File: config.mk
export PLATFORM = sky130hd
export DESIGN_NAME = fb_port_arbiter
export DESIGN_NICKNAME = d
export VERILOG_FILES = /design/src/rtl/fb_pkg.sv /design/src/rtl/fb_wbuf.sv /design/src/rtl/fb_port_arbiter.sv
export SDC_FILE = /design/constraint.sdc
export NUM_CORES = 1
export LEC_CHECK = 0
export CELL_PAD_IN_SITES_DETAIL_PLACEMENT = 1
export CELL_PAD_IN_SITES_GLOBAL_PLACEMENT = 2
export CORE_MARGIN = 2
export CORE_UTILIZATION = 40
export CTS_CLUSTER_DIAMETER = 150
export DETAILED_ROUTE_END_ITERATION = 8
export PLACE_DENSITY = 0.93
export SETUP_SLACK_MARGIN = 0.4
export SLEW_MARGIN = 15
export SYNTH_ARGS = -nofsm -noshare
export SYNTH_HDL_FRONTEND = slang
export SYNTH_SLANG_ARGS = --single-unit
File: constraint.sdc
create_clock -name clk -period 10.1 [get_ports clk]
set_clock_uncertainty 0.15 [all_clocks]
set_input_delay 2.02 -clock clk [delete_from_list [all_inputs] [get_ports clk]]
set_output_delay 2.02 -clock clk [all_outputs]
set_load 0.01 [all_outputs]
File: src/rtl/fb_pkg.sv
// fb_pkg: shared widths and write-buffer entry type for the frame-buffer arbiter
package fb_pkg;
  localparam int FB_LINE_W  = 9;
  localparam int FB_PIXEL_W = 10;
  localparam int FB_DATA_W  = 12;
  localparam int FB_ADDR_W  = FB_LINE_W + FB_PIXEL_W;
  localparam int FB_DROP_W  = 8;
  typedef struct packed {
    logic [FB_LINE_W-1:0]  line;
    logic [FB_PIXEL_W-1:0] pixel;
    logic [FB_DATA_W-1:0]  data;
  } wr_entry_t;
endpackage

File: src/rtl/fb_wbuf.sv
// fb_wbuf: synchronous FIFO; head shows the oldest entry while not empty
module fb_wbuf #(
  parameter int DEPTH = 4,
  parameter int W     = 8
) (
  input  logic         clk,
  input  logic         reset_n,
  input  logic         push,
  input  logic         pop,
  input  logic [W-1:0] din,
  output logic [W-1:0] head,
  output logic         full,
  output logic         empty
);
  localparam int AW = $clog2(DEPTH);
  logic [W-1:0]  mem_q [DEPTH];
  logic [AW-1:0] wr_q, rd_q;
  logic [AW:0]   cnt_q;
  logic          push_ok, pop_ok;
  assign full    = cnt_q == (AW+1)'(DEPTH);
  assign empty   = cnt_q == '0;
  assign head    = mem_q[rd_q];
  assign pop_ok  = pop & ~empty;
  assign push_ok = push & (~full | pop_ok);
  always_ff @(posedge clk) begin
    if (!reset_n) begin
      wr_q  <= '0;
      rd_q  <= '0;
      cnt_q <= '0;
    end else begin
      if (push_ok) mem_q[wr_q] <= din;
      wr_q  <= wr_q + AW'(push_ok);
      rd_q  <= rd_q + AW'(pop_ok);
      cnt_q <= cnt_q + (AW+1)'(push_ok) - (AW+1)'(pop_ok);
    end
  end
endmodule

File: src/rtl/fb_port_arbiter.sv
// fb_port_arbiter: shares one single-port frame RAM between buffered camera writes
// and prioritized display reads, with a bound on how long a write can be starved.
module fb_port_arbiter
  import fb_pkg::*;
#(
  parameter int CAM_DATA_WIDTH = FB_DATA_W,
  parameter int CAM_LINE       = FB_LINE_W,
  parameter int CAM_PIXEL      = FB_PIXEL_W,
  parameter int WBUF_DEPTH     = 4,
  parameter int MAX_WAIT       = 8
) (
  input  logic                          clk,
  input  logic                          reset_n,
  input  logic                          cfg_done,
  input  logic                          w_we,
  input  logic [CAM_LINE-1:0]           w_line,
  input  logic [CAM_PIXEL-1:0]          w_pixel,
  input  logic [CAM_DATA_WIDTH-1:0]     w_data,
  input  logic                          r_valid,
  output logic                          r_ready,
  input  logic [CAM_LINE-1:0]           r_line,
  input  logic [CAM_PIXEL-1:0]          r_pixel,
  output logic                          r_dvalid,
  output logic [CAM_DATA_WIDTH-1:0]     r_data,
  output logic                          mem_en,
  output logic                          mem_we,
  output logic [CAM_LINE+CAM_PIXEL-1:0] mem_addr,
  output logic [CAM_DATA_WIDTH-1:0]     mem_wdata,
  input  logic [CAM_DATA_WIDTH-1:0]     mem_rdata,
  output logic                          wbuf_ovf,
  output logic [FB_DROP_W-1:0]          drop_cnt
);
  wr_entry_t                      w_ent, head;
  logic                           full, empty, starve, grant_w, grant_r, push, drop;
  logic [7:0]                     wait_q, wait_d;
  logic                           mem_en_q, mem_we_q, rd2_q, r_dvalid_q, ovf_q;
  logic [CAM_LINE+CAM_PIXEL-1:0]  mem_addr_q, mem_addr_d;
  logic [CAM_DATA_WIDTH-1:0]      mem_wdata_q, mem_wdata_d, r_data_q, r_data_d;
  logic [FB_DROP_W-1:0]           drop_q, drop_d;

  assign w_ent = {w_line, w_pixel, w_data};

  fb_wbuf #(.DEPTH(WBUF_DEPTH), .W($bits(wr_entry_t))) u_wbuf (
    .clk(clk), .reset_n(reset_n), .push(push), .pop(grant_w), .din(w_ent),
    .head(head), .full(full), .empty(empty)
  );

  // Grants are held off while in reset so no RAM op or r_ready leaks out of it.
  assign starve  = ~empty & (wait_q >= 8'(MAX_WAIT));
  assign grant_w = reset_n & ~empty & (starve | ~r_valid);
  assign grant_r = reset_n & r_valid & ~grant_w;
  assign r_ready = grant_r;
  assign push    = w_we & cfg_done & (~full | grant_w);
  assign drop    = w_we & cfg_done & full & ~grant_w;

  always_comb begin
    wait_d      = (grant_w | empty) ? '0 : (grant_r && wait_q != '1) ? wait_q + 8'd1 : wait_q;
    mem_addr_d  = grant_w ? {head.line, head.pixel} : grant_r ? {r_line, r_pixel} : mem_addr_q;
    mem_wdata_d = grant_w ? head.data : grant_r ? '0 : mem_wdata_q;
    r_data_d    = rd2_q ? mem_rdata : r_data_q;
    drop_d      = (drop && drop_q != '1) ? drop_q + 1'b1 : drop_q;
  end

  // rd2_q marks the cycle the RAM's registered read data is presented.
  always_ff @(posedge clk) begin
    if (!reset_n) begin
      wait_q      <= '0;
      mem_en_q    <= 1'b0;
      mem_we_q    <= 1'b0;
      mem_addr_q  <= '0;
      mem_wdata_q <= '0;
      rd2_q       <= 1'b0;
      r_dvalid_q  <= 1'b0;
      r_data_q    <= '0;
      drop_q      <= '0;
      ovf_q       <= 1'b0;
    end else begin
      wait_q      <= wait_d;
      mem_en_q    <= grant_w | grant_r;
      mem_we_q    <= grant_w;
      mem_addr_q  <= mem_addr_d;
      mem_wdata_q <= mem_wdata_d;
      rd2_q       <= mem_en_q & ~mem_we_q;
      r_dvalid_q  <= rd2_q;
      r_data_q    <= r_data_d;
      drop_q      <= drop_d;
      ovf_q       <= ovf_q | drop;
    end
  end

  assign mem_en    = mem_en_q;
  assign mem_we    = mem_we_q;
  assign mem_addr  = mem_addr_q;
  assign mem_wdata = mem_wdata_q;
  assign r_dvalid  = r_dvalid_q;
  assign r_data    = r_data_q;
  assign wbuf_ovf  = ovf_q;
  assign drop_cnt  = drop_q;
endmodule

==> results of run 1 <==
==> flip-flops by register name, summed over array words and instances, names as in the netlist <==
register,cells
wbuf_ovf,1
mem_en,1
wait_q,8
mem_wdata,12
u_wbuf.rd_q,2
r_data,12
u_wbuf.mem_q,124
mem_addr,19
drop_cnt,8
u_wbuf.cnt_q,3
r_dvalid,1
mem_we,1
rd2_q,1
u_wbuf.wr_q,2
==> layout make-up <==
type | instances | area [sq um]
well taps | 229 | 287
fillers | 1740 | 8590
clock buffers | 24 | 504
multi-input cells | 247 | 2100
flip-flops and latches | 195 | 5150
clock inverters | 8 | 48.8
inverters | 7 | 26.3
repair buffers | 128 | 1260
==> report_power, final <==
group	switching [mW]	total [mW]	internal [mW]	leakage (nW)
sequential	0.0731	0.999	0.926	1.70
combinational	0.207	0.459	0.252	1.20
clock	0.287	0.638	0.351	0.277
total	0.567	2.10	1.53	3.18
==> worst paths after layout <==
kind | start | end | slack (ps) | depth (start not counted)
setup / recovery | reset_n | r_ready | 3590 | 7
hold / removal | mem_we | rd2_q | 290 | 1
setup reg to reg | wait_q[7] | u_wbuf.cnt_q[2] | 6110 | 12
hold reg to reg | mem_we | rd2_q | 290 | 1
==> cells in the final DEF, fill, tap and decap left out, types with 6 or more instances in the layout <==
| cell type | synthesis | layout |
|---|---|---|
| clkbuf_16 | 0 | 19 |
| edfxtp_1 | 124 | 124 |
| dfxtp_1 | 71 | 69 |
| mux4_2 | 31 | 31 |
| mux2i_1 | 35 | 35 |
| a21oi_1 | 9 | 9 |
| nand2_1 | 52 | 52 |
| o31ai_1 | 21 | 21 |
| buf_4 | 0 | 6 |
| clkdlybuf4s50_1 | 0 | 121 |
| nor2_1 | 25 | 24 |
| nand3_1 | 16 | 16 |
| nand2b_1 | 6 | 6 |
==> through the flow <==
stage                     area [sq um]  hold WS [ps]  worst slack [ps]  instances
after floorplan                   7360           281              3320        476
after global placement            8820           254              3680        806
after detailed placement          8820           261              3590        806
after CTS                         9370           275              3570        838
after global routing              9370           306              3420        838
final                             9370           287              3590        838
==> layer usage <==
layer  GRT usage [%]  wire (microns)
met1            22.7            7070
met4            7.28             313
met3            3.03             906
met2            33.2            9250
met5               0               0
==> critical path, stage by stage <==
cell	delay, ps
clkdlybuf4s50_1	960
o31a_1	390
o41ai_4	120
buf_4	230
inv_2	80
nor2_1	50
clkdlybuf4s50_1	480
==> kinds of logic after synthesis <==
group	Yosys count
adder cells (fa/ha/maj)	6
AO/OA/AOI/OAI	43
other	1
multiplexers	66
flip-flops	195
AND/OR/NAND/NOR	124
buffers and inverters	34
XOR/XNOR	4
==> impl_results.md, run 1 <==
* Count of synthesis-stage warnings from yosys at 0
* Xor/xnor cell area share of the yosys netlist at 0.477%
* Resized Gates After CTS at 0
* Overall fraction of global-route tracks in use at a little under a fifth
* Hold Violations, Final at 0
* Layout cells sized above 1 at 12.2%
* Number of iterations in the first detailed-routing pass at 4
* Ratio of total power to cell area at 224 mW/mm^2
* Initial Util at 40.9%
* Fraction of synthesized area in multiplexers at 14.3%
* Largest cells by area after synthesis: edfxtp_1, dfxtp_1, mux4_2
* Die Y-Extent at 140 microns
* Total leakage power at 3.18 nW
* Sum Neg Setup Slack at 0 ps
* Worst supply voltage drop on vdd at 0.000131 V
* Most numerous cell in the Yosys netlist: edfxtp_1
* Number of violations of the max-capacitance limit at 0
* Type of element launching the critical path: input port
* Main combinational cell family by area after synthesis: multiplexers
* Vias per std cell at 5.40
* Clock transition at the registers of the reported paths at roughly 70 ps
* Status: finished, final reports clean
* Final setup violation count at 0
* Placed wire-length estimate at 11.2 mm
* Total via count after detailed routing at 4,529
* Most common flop cell mapped by yosys: edfxtp_1
* Type of the setup path with the least slack: input port to output pin
* Pin count of the biggest net entering global routing at 65
* Post-Syn Area per Cell at 15.5 sq um
* Post-synth cell types at 39
* Number of global-route vias before repair at 4,936
* Placement row count at 49
* Timing-limited maximum frequency at 154 MHz
* Adder and majority cell fraction of the synthesized area at roughly 1.1%
* Global route total overflow at 0
* Number of remaining DRC errors at 0
* Count of buffers from port buffering at 122
* Total power at 2.10 mW
* Tightest Hold Check Type: flip-flop to flip-flop
* Worst-margin pin slew at 1050 ps
* Final design utilization at 52.2%
* Global-route wire length before repair at around 28 mm
* Maximum fanout along the worst path at 21
* CTS tree: done
* Total Die Area at roughly 0.02 sq mm
* Max clock buf depth at 2
* Netlist area before placement at 0.00735 sq mm
* Nets at 669
* Fraction of the mapped netlist area in compound gates at 4.34%
* Post-Synthesis Cells at roughly 470
* Share of Yosys cell area claimed by the top area cell type at 50.7%
* EDFF count, synth at 124
* Seq/Total Area, Yosys at 70.0%
* Min Tclk post-route at 6510 ps
* First-iteration detailed-routing DRC count at 224
* Hold bufs inserted after CTS at 0
* Worst endpoint required time at roughly 8000 ps
* Clock sinks at between 150 and 200
* Antenna violations before repair at 0
* Core box area at approximately 0.018 sq mm
* Simple-gate share of the synthesized area at slightly below 8%
* Number of nets with antenna violations after routing at 0
* Cell taking the most area after synthesis: edfxtp_1
* Total count of max-transition violations in the final report at 0
* CTS H-Tree Depth at 4
* Proportion of synthesized flip-flops having asynchronous set or reset at 0%
* Most used standard cells in the synthesized netlist: edfxtp_1, dfxtp_1, nand2_1
* Tightest slew margin relative to the limit at 30.0%
* Source-to-sink clock delay at the later pin of the worst-skew pair at 430 ps
* Master cell of the clock root buffer: clkbuf_16
* Horizontal die dimension at 140 microns
* Setup repair bufs after CTS at 0
* Setup crit end kind: output pin
* Detail-routed net length per standard cell at 20.9 microns
* Layout-stage area growth over the synthesis result at 27.6%
* RSZ-0062 raised after global routing: false
* Placer's final routability congestion estimate at approximately 0.71
* Data arrival time at the worst-slack endpoint at around 4300 ps
* Number of diodes at 0
* Fin crit share at 64.4%
* Total of flip-flops plus latches after synthesis at 195
* Number of buffers created by CTS at 17
* Number of primary I/O pins at 123
* Post-detailed-routing wire length at 17.5 mm
Power figures use the tool's default switching activity.
==> inputs of run 2 (changes only) <==
--- a/config.mk
+++ b/config.mk
@@ -8,10 +8,10 @@
 export CELL_PAD_IN_SITES_DETAIL_PLACEMENT = 1
 export CELL_PAD_IN_SITES_GLOBAL_PLACEMENT = 2
 export CORE_MARGIN = 2
-export CORE_UTILIZATION = 40
+export CORE_UTILIZATION = 37
 export CTS_CLUSTER_DIAMETER = 150
 export DETAILED_ROUTE_END_ITERATION = 8
-export PLACE_DENSITY = 0.93
+export PLACE_DENSITY = 0.87
 export SETUP_SLACK_MARGIN = 0.4
 export SLEW_MARGIN = 15
 export SYNTH_ARGS = -nofsm -noshare
==> constraint.sdc (replaced) <==
create_clock -name clk -period 6.5 [get_ports clk]
set_clock_uncertainty 0.15 [all_clocks]
set_input_delay 1.3 -clock clk [delete_from_list [all_inputs] [get_ports clk]]
set_output_delay 1.3 -clock clk [all_outputs]
set_load 0.01 [all_outputs]
==> impl_results.md, run 2 (synthesis gave the netlist of run 1 again) <==
* Source-to-sink clock delay at the later pin of the worst-skew pair at 420 ps
* Most heavily used metal layer in global routing: met2
* Tightest Hold Check Type: flip-flop to flip-flop
* Global-route track usage on met1 at 19.9%
* Max clock buf depth at 2
* Layout-stage area growth over the synthesis result at 29.1%
* Final Hold Slack at ~260 ps
* Pin count of the biggest net entering global routing at 65
* Most frequent cells in the layout: edfxtp_1, clkdlybuf4s50_1, dfxtp_1
* First-iteration detailed-routing DRC count at roughly 210
* Antenna violations before repair at 0
* Layout cells sized above 1 at 12.8%
* Global-route wire length before repair at between 20 and 30 mm
* Worst supply voltage drop on vdd at 0.000209 V
* Fraction of met2 tracks used by global routing at approximately 30%
* Global route total overflow at 0
* Most common cell after layout, fill and taps aside: edfxtp_1
* Type of the setup path with the least slack: input port to flip-flop
* Timing-limited maximum frequency at 205 MHz
* Sum Neg Setup Slack at 0 ps
* Horizontal die dimension at 145 microns
* Count of buffers from port buffering at 122
* Hold depth at 1
* Type of element launching the critical path: input port
* Total Die Area at ~0.021 sq mm
* CTS H-Tree Depth at 4
* Number of violations of the max-capacitance limit at 0
* Ratio of total power to cell area at 351 mW/mm^2
* Number of nets with antenna violations after routing at 0
* Vias per std cell at between 4 and 5
* Setup repair bufs after CTS at 0
* Clock sinks at 195
* Die Y-Extent at between 100 and 150 microns
* RSZ-0062 raised after global routing: false
* Post-detailed-routing wire length at approximately 17 mm
* Number of iterations in the first detailed-routing pass at 4
* Placement row count at 51
* Register with the most flip-flops: u_wbuf.mem_q
* Master cell of the clock root buffer: clkbuf_16
* Tightest slew margin relative to the limit at 27.9%
* Number of buffers created by CTS at 17
* Total via count after detailed routing at ~4,400
* Filler instances at 1,931
* Maximum fanout along the worst path at 64
* Total power at 3.33 mW
* Setup crit end kind: flip-flop
* Number of global-route vias before repair at 4,836
* FF+latch area at 0.00515 sq mm
* Number of diodes at 0
* Placer's final routability congestion estimate at ~0.8
* Total count of max-transition violations in the final report at 0
* Total leakage power at about 3.2 nW
* Final setup violation count at 0
* Worst-margin pin slew at roughly 1100 ps
* Number of remaining DRC errors at 0
* Flip-flop count of the largest register after layout at ~120
* Reg2Reg Depth at 11
* Nets at 670
* Initial Util at 37.7%
* Hold bufs inserted after CTS at 0
* Detail-routed net length per standard cell at 19.1 microns
* Status: finished, final reports clean
* Worst endpoint required time at 6390 ps
* Clock transition at the registers of the reported paths at 70 ps
* Placed wire-length estimate at 11.1 mm
* Fin crit share at 75.0%
* Overall fraction of global-route tracks in use at about 16%
* Number of primary I/O pins at between 100 and 150
* Multi-input gate area at 0.00210 sq mm
* Global Route met3 Usage at 3.43%
* Data arrival time at the worst-slack endpoint at 4770 ps
* Hold Violations, Final at 0
* Min Tclk post-route at 4870 ps
* Core box area at 0.0195 sq mm
* CTS tree: done
* Resized Gates After CTS at 0
run 2: cell types whose count changed in the layout (fill, tap and decap cells not counted), moves of 2 or more:
| cell | change |
|---|---|
| bufinv_16 | +3 |
| clkbuf_1 | -3 |
| clkbuf_16 | -2 |
| inv_4 | -2 |
run 2: area by class of cell:
type | count | area share (%)
sequential | 195 | 54.3
multi-input combinational | 247 | 22.1
timing repair buffer | 129 | 13.4
clock buffer | 20 | 4.82
tap | 265 | 3.50
clock inverter | 12 | 1.60
inverter | 7 | 0.277
run 2: layer usage:
layer  vias to the layer above  share of wire, %
met5                         -                 0
met4                         0               1.3
met2                        88                54
li1                       2037                 -
met3                        16               3.1
met1                      2212                42
run 2: critical path, stage by stage:
cell	delay (ps)
clkdlybuf4s50_1	450
buf_4	240
o31a_1	320
o41ai_4	280
inv_2	120
buf_4	570
o21ai_0	520
nor2_4	920
run 2: worst paths after layout:
path                  start                  to  slack (ps)
setup / recovery    reset_n  u_wbuf.mem_q[3][0]        1630
hold / removal       mem_we               rd2_q         260
setup reg to reg  wait_q[7]     u_wbuf.cnt_q[2]        2120
hold reg to reg      mem_we               rd2_q         260
run 2: power by group:
group / switching [mW] / internal [mW] / total [mW] / leakage [nW]
clock network: 0.445 / 0.626 / 1.07 / 0.294
logic: 0.317 / 0.390 / 0.707 / 1.21
registers: 0.110 / 1.44 / 1.55 / 1.70
run 2: per-stage QoR:
| step | std cells | util (%) | setup slack [ps] | instance area, sq um |
|---|---|---|---|---|
| global placement | 843 | 45.6 | 1320 | 8870 |
| detailed placement | 843 | 45.6 | 1110 | 8870 |
| global route | 875 | 48.7 | 1290 | 9480 |
| finish | 875 | 48.7 | 1630 | 9480 |
| CTS | 875 | 48.7 | 1540 | 9480 |
| floorplan | 476 | - | 438 | 7360 |
